[src/rtl/axi_rd_resp_pkg.sv]
// -----------------------------------------------------------------------------
// axi_rd_resp_pkg
// Shared constants, FSM state type and a request-legality helper for the
// AXI read-response engine (axi_rd_resp) and its FIFO (axi_rd_fifo).
// No ports: imported with `import axi_rd_resp_pkg::*;`.
// -----------------------------------------------------------------------------
package axi_rd_resp_pkg;

    localparam logic [1:0] BURST_FIXED = 2'b00;
    localparam logic [1:0] BURST_INCR  = 2'b01;
    localparam logic [1:0] BURST_WRAP  = 2'b10;
    localparam logic [1:0] BURST_RSVD  = 2'b11;

    localparam logic [1:0] RESP_OKAY   = 2'b00;
    localparam logic [1:0] RESP_SLVERR = 2'b10;

    localparam logic [2:0] SIZE_8B     = 3'b011;

    typedef enum logic [1:0] {
        ST_IDLE  = 2'd0,
        ST_BURST = 2'd1,
        ST_ERR   = 2'd2
    } state_t;

    // Only full-width (8-byte) FIXED and INCR bursts are served from memory;
    // everything else is answered with SLVERR beats.
    function automatic logic burst_unsupported(input logic [2:0] size,
                                               input logic [1:0] burst);
        return (size != SIZE_8B) || (burst == BURST_WRAP) || (burst == BURST_RSVD);
    endfunction

endpackage

[src/rtl/axi_rd_fifo.sv]
// -----------------------------------------------------------------------------
// axi_rd_fifo
// Small synchronous FIFO with occupancy count. A push while full is accepted
// only when a pop happens in the same cycle.
// Ports:
//   clk, rst_n        clock, asynchronous active-low reset (empties the FIFO)
//   i_push, i_din     write strobe and data
//   i_pop             read strobe (head advances on the next edge)
//   o_dout            head entry (stable until popped)
//   o_count           number of stored entries
//   o_full, o_empty   occupancy flags
// -----------------------------------------------------------------------------
module axi_rd_fifo
    import axi_rd_resp_pkg::*;
#(
    parameter int WIDTH = 8,
    parameter int DEPTH = 2
) (
    input  logic                           clk,
    input  logic                           rst_n,
    input  logic                           i_push,
    input  logic [WIDTH-1:0]               i_din,
    input  logic                           i_pop,
    output logic [WIDTH-1:0]               o_dout,
    output logic [$clog2(DEPTH+1)-1:0]     o_count,
    output logic                           o_full,
    output logic                           o_empty
);

    localparam int CW = $clog2(DEPTH + 1);
    localparam int PW = (DEPTH > 1) ? $clog2(DEPTH) : 1;
    localparam logic [CW-1:0] FULL_CNT = CW'(DEPTH);
    localparam logic [PW-1:0] LAST_PTR = PW'(DEPTH - 1);

    logic [WIDTH-1:0] r_mem [DEPTH];
    logic [PW-1:0]    r_wptr;
    logic [PW-1:0]    r_rptr;
    logic [CW-1:0]    r_count;
    logic             w_push;
    logic             w_pop;

    assign w_pop  = i_pop && (r_count != '0);
    assign w_push = i_push && ((r_count != FULL_CNT) || w_pop);

    always_ff @(posedge clk or negedge rst_n) begin
        if (!rst_n) begin
            for (int i = 0; i < DEPTH; i++) begin
                r_mem[i] <= '0;
            end
            r_wptr  <= '0;
            r_rptr  <= '0;
            r_count <= '0;
        end else begin
            if (w_push) begin
                r_mem[r_wptr] <= i_din;
                r_wptr        <= (r_wptr == LAST_PTR) ? '0 : r_wptr + PW'(1);
            end
            if (w_pop) begin
                r_rptr <= (r_rptr == LAST_PTR) ? '0 : r_rptr + PW'(1);
            end
            case ({w_push, w_pop})
                2'b10:   r_count <= r_count + CW'(1);
                2'b01:   r_count <= r_count - CW'(1);
                default: r_count <= r_count;
            endcase
        end
    end

    assign o_dout  = r_mem[r_rptr];
    assign o_count = r_count;
    assign o_full  = (r_count == FULL_CNT);
    assign o_empty = (r_count == '0);

endmodule

[src/rtl/axi_rd_resp.sv]
// -----------------------------------------------------------------------------
// axi_rd_resp
// AXI read-channel responder in front of a 1-cycle-latency SRAM. AR requests
// are queued (2 deep), a burst FSM turns each into word reads (or SLVERR beats
// for unsupported size/burst), and returning beats are buffered (2 deep) and
// presented on the R channel in order.
// Ports:
//   clk, rst_n                      clock, asynchronous active-low reset
//   ARID/ARADDR/ARLEN/ARSIZE/
//   ARBURST/ARREGION/ARVALID,ARREADY AXI read-address channel (ARREGION unused)
//   RID/RDATA/RRESP/RLAST/RVALID,
//   RREADY                           AXI read-data channel
//   mem_rd_en, mem_rd_addr           SRAM read strobe and word address
//   mem_rd_data                      SRAM data, valid 1 cycle after mem_rd_en
//   busy                             any request queued or beat pending
// -----------------------------------------------------------------------------
module axi_rd_resp
    import axi_rd_resp_pkg::*;
#(
    parameter int ARID_WIDTH   = 4,
    parameter int ARADDR_WIDTH = 10,
    parameter int RDATA_WIDTH  = 64
) (
    input  logic                    clk,
    input  logic                    rst_n,
    input  logic [ARID_WIDTH-1:0]   ARID,
    input  logic [ARADDR_WIDTH-1:0] ARADDR,
    input  logic [7:0]              ARLEN,
    input  logic [2:0]              ARSIZE,
    input  logic [1:0]              ARBURST,
    input  logic [3:0]              ARREGION,
    input  logic                    ARVALID,
    output logic                    ARREADY,
    output logic [ARID_WIDTH-1:0]   RID,
    output logic [RDATA_WIDTH-1:0]  RDATA,
    output logic [1:0]              RRESP,
    output logic                    RLAST,
    output logic                    RVALID,
    input  logic                    RREADY,
    output logic                    mem_rd_en,
    output logic [ARADDR_WIDTH-4:0] mem_rd_addr,
    input  logic [RDATA_WIDTH-1:0]  mem_rd_data,
    output logic                    busy
);

    localparam int WA    = ARADDR_WIDTH - 3;
    localparam int REQ_W = ARID_WIDTH + WA + 8 + 3 + 2;
    localparam int RF_W  = ARID_WIDTH + RDATA_WIDTH + 2 + 1;

    // request FIFO
    logic [REQ_W-1:0]      w_req_din;
    logic [REQ_W-1:0]      w_req_dout;
    logic                  w_req_push;
    logic                  w_req_pop;
    logic [1:0]            w_req_count;
    logic                  w_req_full;
    logic                  w_req_empty;
    logic [ARID_WIDTH-1:0] w_hd_id;
    logic [WA-1:0]         w_hd_waddr;
    logic [7:0]            w_hd_len;
    logic [2:0]            w_hd_size;
    logic [1:0]            w_hd_burst;

    // burst FSM and context
    state_t                r_state;
    state_t                w_state_nxt;
    logic [ARID_WIDTH-1:0] r_id;
    logic [WA-1:0]         r_waddr;
    logic [8:0]            r_beats;
    logic                  r_fixed;
    logic                  w_issue;
    logic                  w_credit;
    logic [2:0]            w_occ;

    // memory-return stage
    logic                   r_vld_p1;
    logic [ARID_WIDTH-1:0]  r_id_p1;
    logic                   r_last_p1;
    logic                   r_err_p1;
    logic [RDATA_WIDTH-1:0] w_rdata_p1;

    // R FIFO
    logic [RF_W-1:0]       w_rf_din;
    logic [RF_W-1:0]       w_rf_dout;
    logic [1:0]            w_rf_count;
    logic                  w_rf_full;
    logic                  w_rf_empty;
    logic                  w_rf_pop;

    logic                  w_unused;

    assign w_unused = ^{ARREGION, ARADDR[2:0], w_req_count, w_rf_full};

    // ---------------------------------------------------------------- AR queue
    assign ARREADY    = rst_n & ~w_req_full;
    assign w_req_push = ARVALID & ARREADY;
    assign w_req_din  = {ARID, ARADDR[ARADDR_WIDTH-1:3], ARLEN, ARSIZE, ARBURST};
    assign {w_hd_id, w_hd_waddr, w_hd_len, w_hd_size, w_hd_burst} = w_req_dout;

    axi_rd_fifo #(
        .WIDTH (REQ_W),
        .DEPTH (2)
    ) u_req_fifo (
        .clk     (clk),
        .rst_n   (rst_n),
        .i_push  (w_req_push),
        .i_din   (w_req_din),
        .i_pop   (w_req_pop),
        .o_dout  (w_req_dout),
        .o_count (w_req_count),
        .o_full  (w_req_full),
        .o_empty (w_req_empty)
    );

    // ------------------------------------------------------------ burst issue
    // Occupancy the R FIFO will see when a beat issued now lands: entries
    // already buffered, plus the beat in the return stage, minus the pop
    // happening this cycle. Counting the pop is what sustains 1 beat/cycle.
    assign w_occ    = {1'b0, w_rf_count} + {2'b00, r_vld_p1} - {2'b00, w_rf_pop};
    assign w_credit = (w_occ < 3'd2);

    always_ff @(posedge clk or negedge rst_n) begin
        if (!rst_n) begin
            r_state <= ST_IDLE;
        end else begin
            r_state <= w_state_nxt;
        end
    end

    always_comb begin
        w_state_nxt = r_state;
        w_req_pop   = 1'b0;
        w_issue     = 1'b0;
        case (r_state)
            ST_IDLE: begin
                if (!w_req_empty) begin
                    w_req_pop   = 1'b1;
                    w_state_nxt = burst_unsupported(w_hd_size, w_hd_burst) ? ST_ERR : ST_BURST;
                end
            end
            ST_BURST, ST_ERR: begin
                if (w_credit) begin
                    w_issue = 1'b1;
                    if (r_beats == 9'd1) begin
                        w_state_nxt = ST_IDLE;
                    end
                end
            end
            default: w_state_nxt = ST_IDLE;
        endcase
    end

    always_ff @(posedge clk or negedge rst_n) begin
        if (!rst_n) begin
            r_id    <= '0;
            r_waddr <= '0;
            r_beats <= '0;
            r_fixed <= 1'b0;
        end else if (w_req_pop) begin
            r_id    <= w_hd_id;
            r_waddr <= w_hd_waddr;
            r_beats <= {1'b0, w_hd_len} + 9'd1;
            r_fixed <= (w_hd_burst == BURST_FIXED);
        end else if (w_issue) begin
            r_beats <= r_beats - 9'd1;
            // INCR wraps naturally at the top of the word space
            if (!r_fixed) begin
                r_waddr <= r_waddr + WA'(1);
            end
        end
    end

    // Error bursts consume credit and produce beats but never touch memory
    assign mem_rd_en   = w_issue & (r_state == ST_BURST);
    assign mem_rd_addr = r_waddr;

    // ------------------------------------------------- stage p1: memory return
    always_ff @(posedge clk or negedge rst_n) begin
        if (!rst_n) begin
            r_vld_p1 <= 1'b0;
        end else begin
            r_vld_p1 <= w_issue;
        end
    end

    always_ff @(posedge clk) begin
        r_id_p1   <= r_id;
        r_last_p1 <= (r_beats == 9'd1);
        r_err_p1  <= (r_state == ST_ERR);
    end

    assign w_rdata_p1 = r_err_p1 ? '0 : mem_rd_data;
    assign w_rf_din   = {r_id_p1, w_rdata_p1, (r_err_p1 ? RESP_SLVERR : RESP_OKAY), r_last_p1};

    // ------------------------------------------------------- stage p2: R FIFO
    assign w_rf_pop = RVALID & RREADY;

    axi_rd_fifo #(
        .WIDTH (RF_W),
        .DEPTH (2)
    ) u_r_fifo (
        .clk     (clk),
        .rst_n   (rst_n),
        .i_push  (r_vld_p1),
        .i_din   (w_rf_din),
        .i_pop   (w_rf_pop),
        .o_dout  (w_rf_dout),
        .o_count (w_rf_count),
        .o_full  (w_rf_full),
        .o_empty (w_rf_empty)
    );

    assign {RID, RDATA, RRESP, RLAST} = w_rf_dout;
    assign RVALID = ~w_rf_empty;

    assign busy = ~w_req_empty | (r_state != ST_IDLE) | r_vld_p1 | ~w_rf_empty;

endmodule
[config.mk]
export PLATFORM = sky130hd
export DESIGN_NAME = axi_rd_resp
export DESIGN_NICKNAME = d
export VERILOG_FILES = /design/src/rtl/axi_rd_resp_pkg.sv /design/src/rtl/axi_rd_fifo.sv /design/src/rtl/axi_rd_resp.sv
export SDC_FILE = /design/constraint.sdc
export NUM_CORES = 1
export LEC_CHECK = 0
export CAP_MARGIN = 15
export CORE_MARGIN = 3
export CORE_UTILIZATION = 58
export CTS_CLUSTER_DIAMETER = 80
export DETAILED_ROUTE_END_ITERATION = 12
export GPL_TIMING_DRIVEN = 1
export PLACE_DENSITY = 0.86
export SLEW_MARGIN = 30
export SYNTH_ARGS = -nofsm -noshare
export SYNTH_HDL_FRONTEND = slang
export SYNTH_HIERARCHICAL = 1
export SYNTH_SLANG_ARGS = --single-unit
[constraint.sdc]
create_clock -name clk -period 10.3 [get_ports clk]
set_clock_uncertainty 0.2 [all_clocks]
set_input_delay 1.545 -clock clk [delete_from_list [all_inputs] [get_ports clk]]
set_output_delay 1.545 -clock clk [all_outputs]
set_load 0.01 [all_outputs]
=== Yosys cells after proc, flatten, opt, wreduce, memory -nomap -nowiden ===
Cells that the tools add are included.

* Logic and storage cells: 127
* Output and inout bits: 82
* Flip-flop bits (word level): 228

* Reduce and logical (&&, ||, !) cells: 23
* Mux-type cells: 34
* $lt $le $gt $ge: 7
* Bitwise operators: 14
* Add/sub/neg operators: 13
* Eq/ne operators: 17

{| class="wikitable"
|+ Operators with widths
! kind !! number
|-
| $mux W71 || 4
|-
| $bwmux W142 || 1
|-
| $mux W24 || 4
|-
| $demux W71 S1 || 1
|-
| $mux W64 || 1
|-
| $bwmux W48 || 1
|-
| $demux W24 S1 || 1
|-
| $mux W7 || 3
|-
| $mux W9 || 2
|-
| $eq A2 B2 Y1 const B || 6
|-
| $pmux W2 S2 || 3
|-
| $reduce_bool A2 Y1 || 6
|-
| $mux W2 || 5
|-
| $ne A2 B2 Y1 const B || 5
|-
| $add A8 B1 Y9 const B || 1
|-
| $eq A9 B1 Y1 const B || 1
|-
| $sub A9 B1 Y9 const B || 1
|-
| $ge A2 B2 Y1 const B || 4
|-
| $logic_not A2 Y1 || 4
|-
| $mux W1 || 8
|-
| $not A1 Y2 || 4
|-
| $add A7 B1 Y7 const B || 1
|-
| $eq A2 B1 Y1 const B || 3
|-
| $logic_and A1 B1 Y1 || 6
|-
| other kinds (16) || 32
|}

=== Depth between registers and ports, before layout ===
* Depth after elaboration: 10
* Gate-level depth with buffers: 11

=== Modules after synthesis ===
The synthesis kept the hierarchy.

{| class="wikitable"
|+ By module, submodules not included
! module !! cells each !! area an instance (um2) !! instances !! sequential area each (um2)
|-
| axi_rd_fifo (u_r_fifo) || 397 || 6670.1 || 1 || 3653.5
|-
| axi_rd_fifo (u_req_fifo) || 146 || 2307.2 || 1 || 1301.2
|-
| axi_rd_resp || 242 || 2072.0 || 1 || 720.7
|}

=== Worst setup path before layout ===
No wires, ideal clock.

* Kind: input-to-output
* From: input RREADY
* To: output mem_rd_en
* Stages: 7
* Required time: 8.555 ns
* Path buffers: 0
* Setup slack: 5.177 ns
* Arrival time: 3.378 ns
* Path through: nor2b_1 -> ha_1 -> nand2b_1 -> fa_1 -> nand2_2 -> nor2_1 -> and2_1

* Longest elaborated chain between the ends: 6

{| class="wikitable"
|+ RTL lines
! what !! line !! text
|-
| start: declaration || axi_rd_resp.sv:39 || <nowiki>input logic RREADY,</nowiki>
|-
| $and A1 B1 Y1 || axi_rd_resp.sv:196 || <nowiki>assign w_rf_pop = RVALID & RREADY;</nowiki>
|-
| $sub A3 B1 Y3 || axi_rd_resp.sv:119 || <nowiki>assign w_occ = {1'b0, w_rf_count} + {2'b00, r_vld_p1} - {2'b00, w_rf_pop};</nowiki>
|-
| $lt A3 B2 Y1 || axi_rd_resp.sv:120 || <nowiki>assign w_credit = (w_occ < 3'd2);</nowiki>
|-
| $mux W1 || axi_rd_resp.sv:142 || <nowiki>if (w_credit) begin</nowiki>
|-
| $mux W1 || axi_rd_resp.sv:134 || <nowiki>case (r_state)</nowiki>
|-
| net w_issue || axi_rd_resp.sv:71 || <nowiki>logic w_issue;</nowiki>
|-
| $and A1 B1 Y1 || axi_rd_resp.sv:174 || <nowiki>assign mem_rd_en = w_issue & (r_state == ST_BURST);</nowiki>
|-
| end: declaration || axi_rd_resp.sv:40 || <nowiki>output logic mem_rd_en,</nowiki>
|}

The timed path passes the listed nets, and every way through them passes these cells.

=== Final worst setup path ===
* From: input RREADY
* To: output mem_rd_en

* Longest elaborated chain between the ends: 6

{| class="wikitable"
|+ RTL lines
! what !! line !! text
|-
| $and A1 B1 Y1 || axi_rd_resp.sv:196 ||
|-
| net w_rf_pop || axi_rd_resp.sv:88 || <nowiki>logic w_rf_pop;</nowiki>
|-
| $sub A3 B1 Y3 || axi_rd_resp.sv:119 ||
|-
| $lt A3 B2 Y1 || axi_rd_resp.sv:120 ||
|-
| $mux W1 || axi_rd_resp.sv:142 ||
|-
| $mux W1 || axi_rd_resp.sv:134 ||
|-
| net w_issue || axi_rd_resp.sv:71 ||
|-
| $and A1 B1 Y1 || axi_rd_resp.sv:174 ||
|}

The timed path passes the listed nets, and every way through them passes these cells.

==> summary.txt <==
Logic synthesis
  • Post-synthesis cell area: 11,000 sq um
  • Syn Inst Count: 784
  • Yosys warning total: 6
  • Post-Syn Area per Cell: 14.1 sq um

Pwr
  • LEAKAGE: 0.00584 uW
  • Power per cell area: 331 nW/um^2
  • Peak VDD IR: 0.000206 V

Floorplan
  • Row count: 49
  • Die W: 144 microns
  • Core Footprint: 18,300 sq um
  • Initial Utilization: 60.2%
  • IO Count: 181
  • Die H: 144 microns
  • Die area: 20,700 sq um

Drt
  • Initial detailed-routing violation count: 272
  • # DRC: 0
  • Vias/cell: 5.58
  • Drt total wl: 23.1 mm
  • WL per Instance: 19.3 microns
  • Drt pass-1 iters: 4
  • Final ANT Viol Nets: 0
  • Total vias in the final route: 6,665

Critical path
  • Reg2reg setup slack: 6500 ps
  • CP Capture Type: primary output
  • Critical path depth in cells: 9
  • Most frequent CP cell: clkdlybuf4s50_1
  • WP data required: 8560 ps
  • Worst R2R End: u_req_fifo/o_count[1]
  • CP Cell Sequence: clkdlybuf4s50_1 > nor2b_1 > ha_1 > nand2b_1 > fa_1 > nand2_2 > nor2_1 > and2_1 > clkdlybuf4s50_1
  • RR Startpoint: u_req_fifo/o_count[0]
  • Worst r2r path cells: 8
  • CP max-delay cell: fa_1
  • Crit path DAT: 4910 ps
  • Worst Path Max Fanout: 7
  • Kind of critical path: in -> out
  • Critical Path Start Type: primary input
  • Largest stage delay, worst path: 670 ps
  • Cell family with most CP delay: simple AND/OR/NAND/NOR gates
  • CP Buf/Inv Count: 2

Placed design
  • Post-DP Area: 12,800 sq um
  • Hpwl dp: 14.6 mm
  • Worst slack, placed: 3800 ps
  • Input/output buffers: 173
  • Final Wtd Congestion: 0.845

STA
  • Relative slew slack: 42.4%
  • Worst Max-Slew Pin Slew: 864 ps
  • Final hold vios: 0
  • Max Slew Vio Count: 0
  • Max Clock Freq: 150 MHz
  • Final WS setup: 3650 ps
  • Fin crit share: 64.6%
  • Final setup viols: 0
  • RSZ-0062 raised after global routing: no
  • Final min period: 6650 ps
  • Setup TNS: 0 ps

CTS
  • Hold_buf cts: 0
  • CTS tree: yes
  • CTS HTree Levels: 1
  • Clock transition at path regs: 60 ps
  • Clk_lat worst skew: 500 ps
  • Clk buf depth: 3
  • Root buf cell: clkbuf_16
  • CTS Buf Count: 24
  • CTS Sinks: 228
  • Setup repair bufs after CTS: 0
  • Post-CTS sizing: 0

Layout
  • Final #Nets: 1,061
  • Post-route cell area: 13,600 sq um
  • Syn-to-layout area delta: 23.5%
  • Commonest non-fill, non-tap cell in the layout: dfrtp_1
  • Most frequent cells in the layout: dfrtp_1, mux2_2, clkdlybuf4s50_1
  • Share of layout cells above drive strength 1: 33.4%
  • Number of antenna diodes: 0

Min path
  • Hold_sp: r_id[0]
  • Hold Path Stages: 0
  • HP Class: reg -> reg
  • Hold worst-path end: r_id_p1[0]

Global route
  • Initial antenna violation count: 0
  • First-pass GRT wire length: 37.1 mm
  • Largest net degree at the start of global routing: 80
  • Total gr overflow: 0
  • Vias in the first global route: 7,263
  • Overall routing resource usage: 22.1%

Run status
  • Run status: completed

Job
  • Max-Cap Viols: 0
worst register-to-register path: stages (launching register included):
cell and delay (ps):
dfrtp_1 460, nor2_1 200, nand2b_1 670, clkinv_1 880, nor3b_4 540, nand2b_1 200, ha_1 270, nor2_1 140
xor2_1 160
registers in the layout, summed over array words and instances, names as in the netlist:
| signal | count |
|---|---|
| r_id | 4 |
| u_r_fifo/r_wptr | 1 |
| r_fixed | 1 |
| r_id_p1 | 4 |
| u_req_fifo/r_rptr | 1 |
| r_state | 2 |
| r_vld_p1 | 1 |
| u_req_fifo/r_mem | 48 |
| u_req_fifo/o_count | 2 |
| mem_rd_addr | 7 |
| u_r_fifo/r_mem | 142 |
| r_err_p1 | 1 |
| r_beats | 9 |
| r_last_p1 | 1 |
| u_r_fifo/r_rptr | 1 |
| u_req_fifo/r_wptr | 1 |
| u_r_fifo/o_count | 2 |
worst max-delay path by stage:
stage,start,to
after global placement,RREADY,mem_rd_en
after CTS,RREADY,mem_rd_en
final,RREADY,mem_rd_en
after floorplan,RREADY,mem_rd_en
after global routing,RREADY,mem_rd_en
after detailed placement,RREADY,mem_rd_en
per-stage QoR:
step	util, %	hold slack (ps)	cells	power [uW]
3_3_place_gp	69.9	154	1154	3570
2_1_floorplan	-	147	785	2890
5_1_grt	74.4	185	1195	4800
3_5_place_dp	69.9	155	1154	3640
6_report	74.4	166	1195	4520
4_1_cts	74.4	168	1195	4560
layer usage:
metal	GRT usage (%)	vias up	share of wire (%)
met4	5.20	0	2.1
met5	0	-	0
met2	38.7	172	49
met1	29.1	3378	43
met3	3.60	36	5.5
li1	-	3079	-
final cells by class:
| type | count | area, sq um |
|---|---|---|
| sequential | 228 | 5680 |
| clock buffer | 37 | 741 |
| fill | 1211 | 4690 |
| clock inverter | 4 | 72.6 |
| tap | 229 | 287 |
| timing repair buffer | 181 | 1810 |
| inverter | 8 | 30.0 |
| multi-input combinational | 508 | 5020 |
power breakdown:
part	total (uW)	switching [uW]	internal (uW)
registers	1590	269	1320
clock network	879	337	541
logic	2050	858	1190
Power figures use the tool's default switching activity.
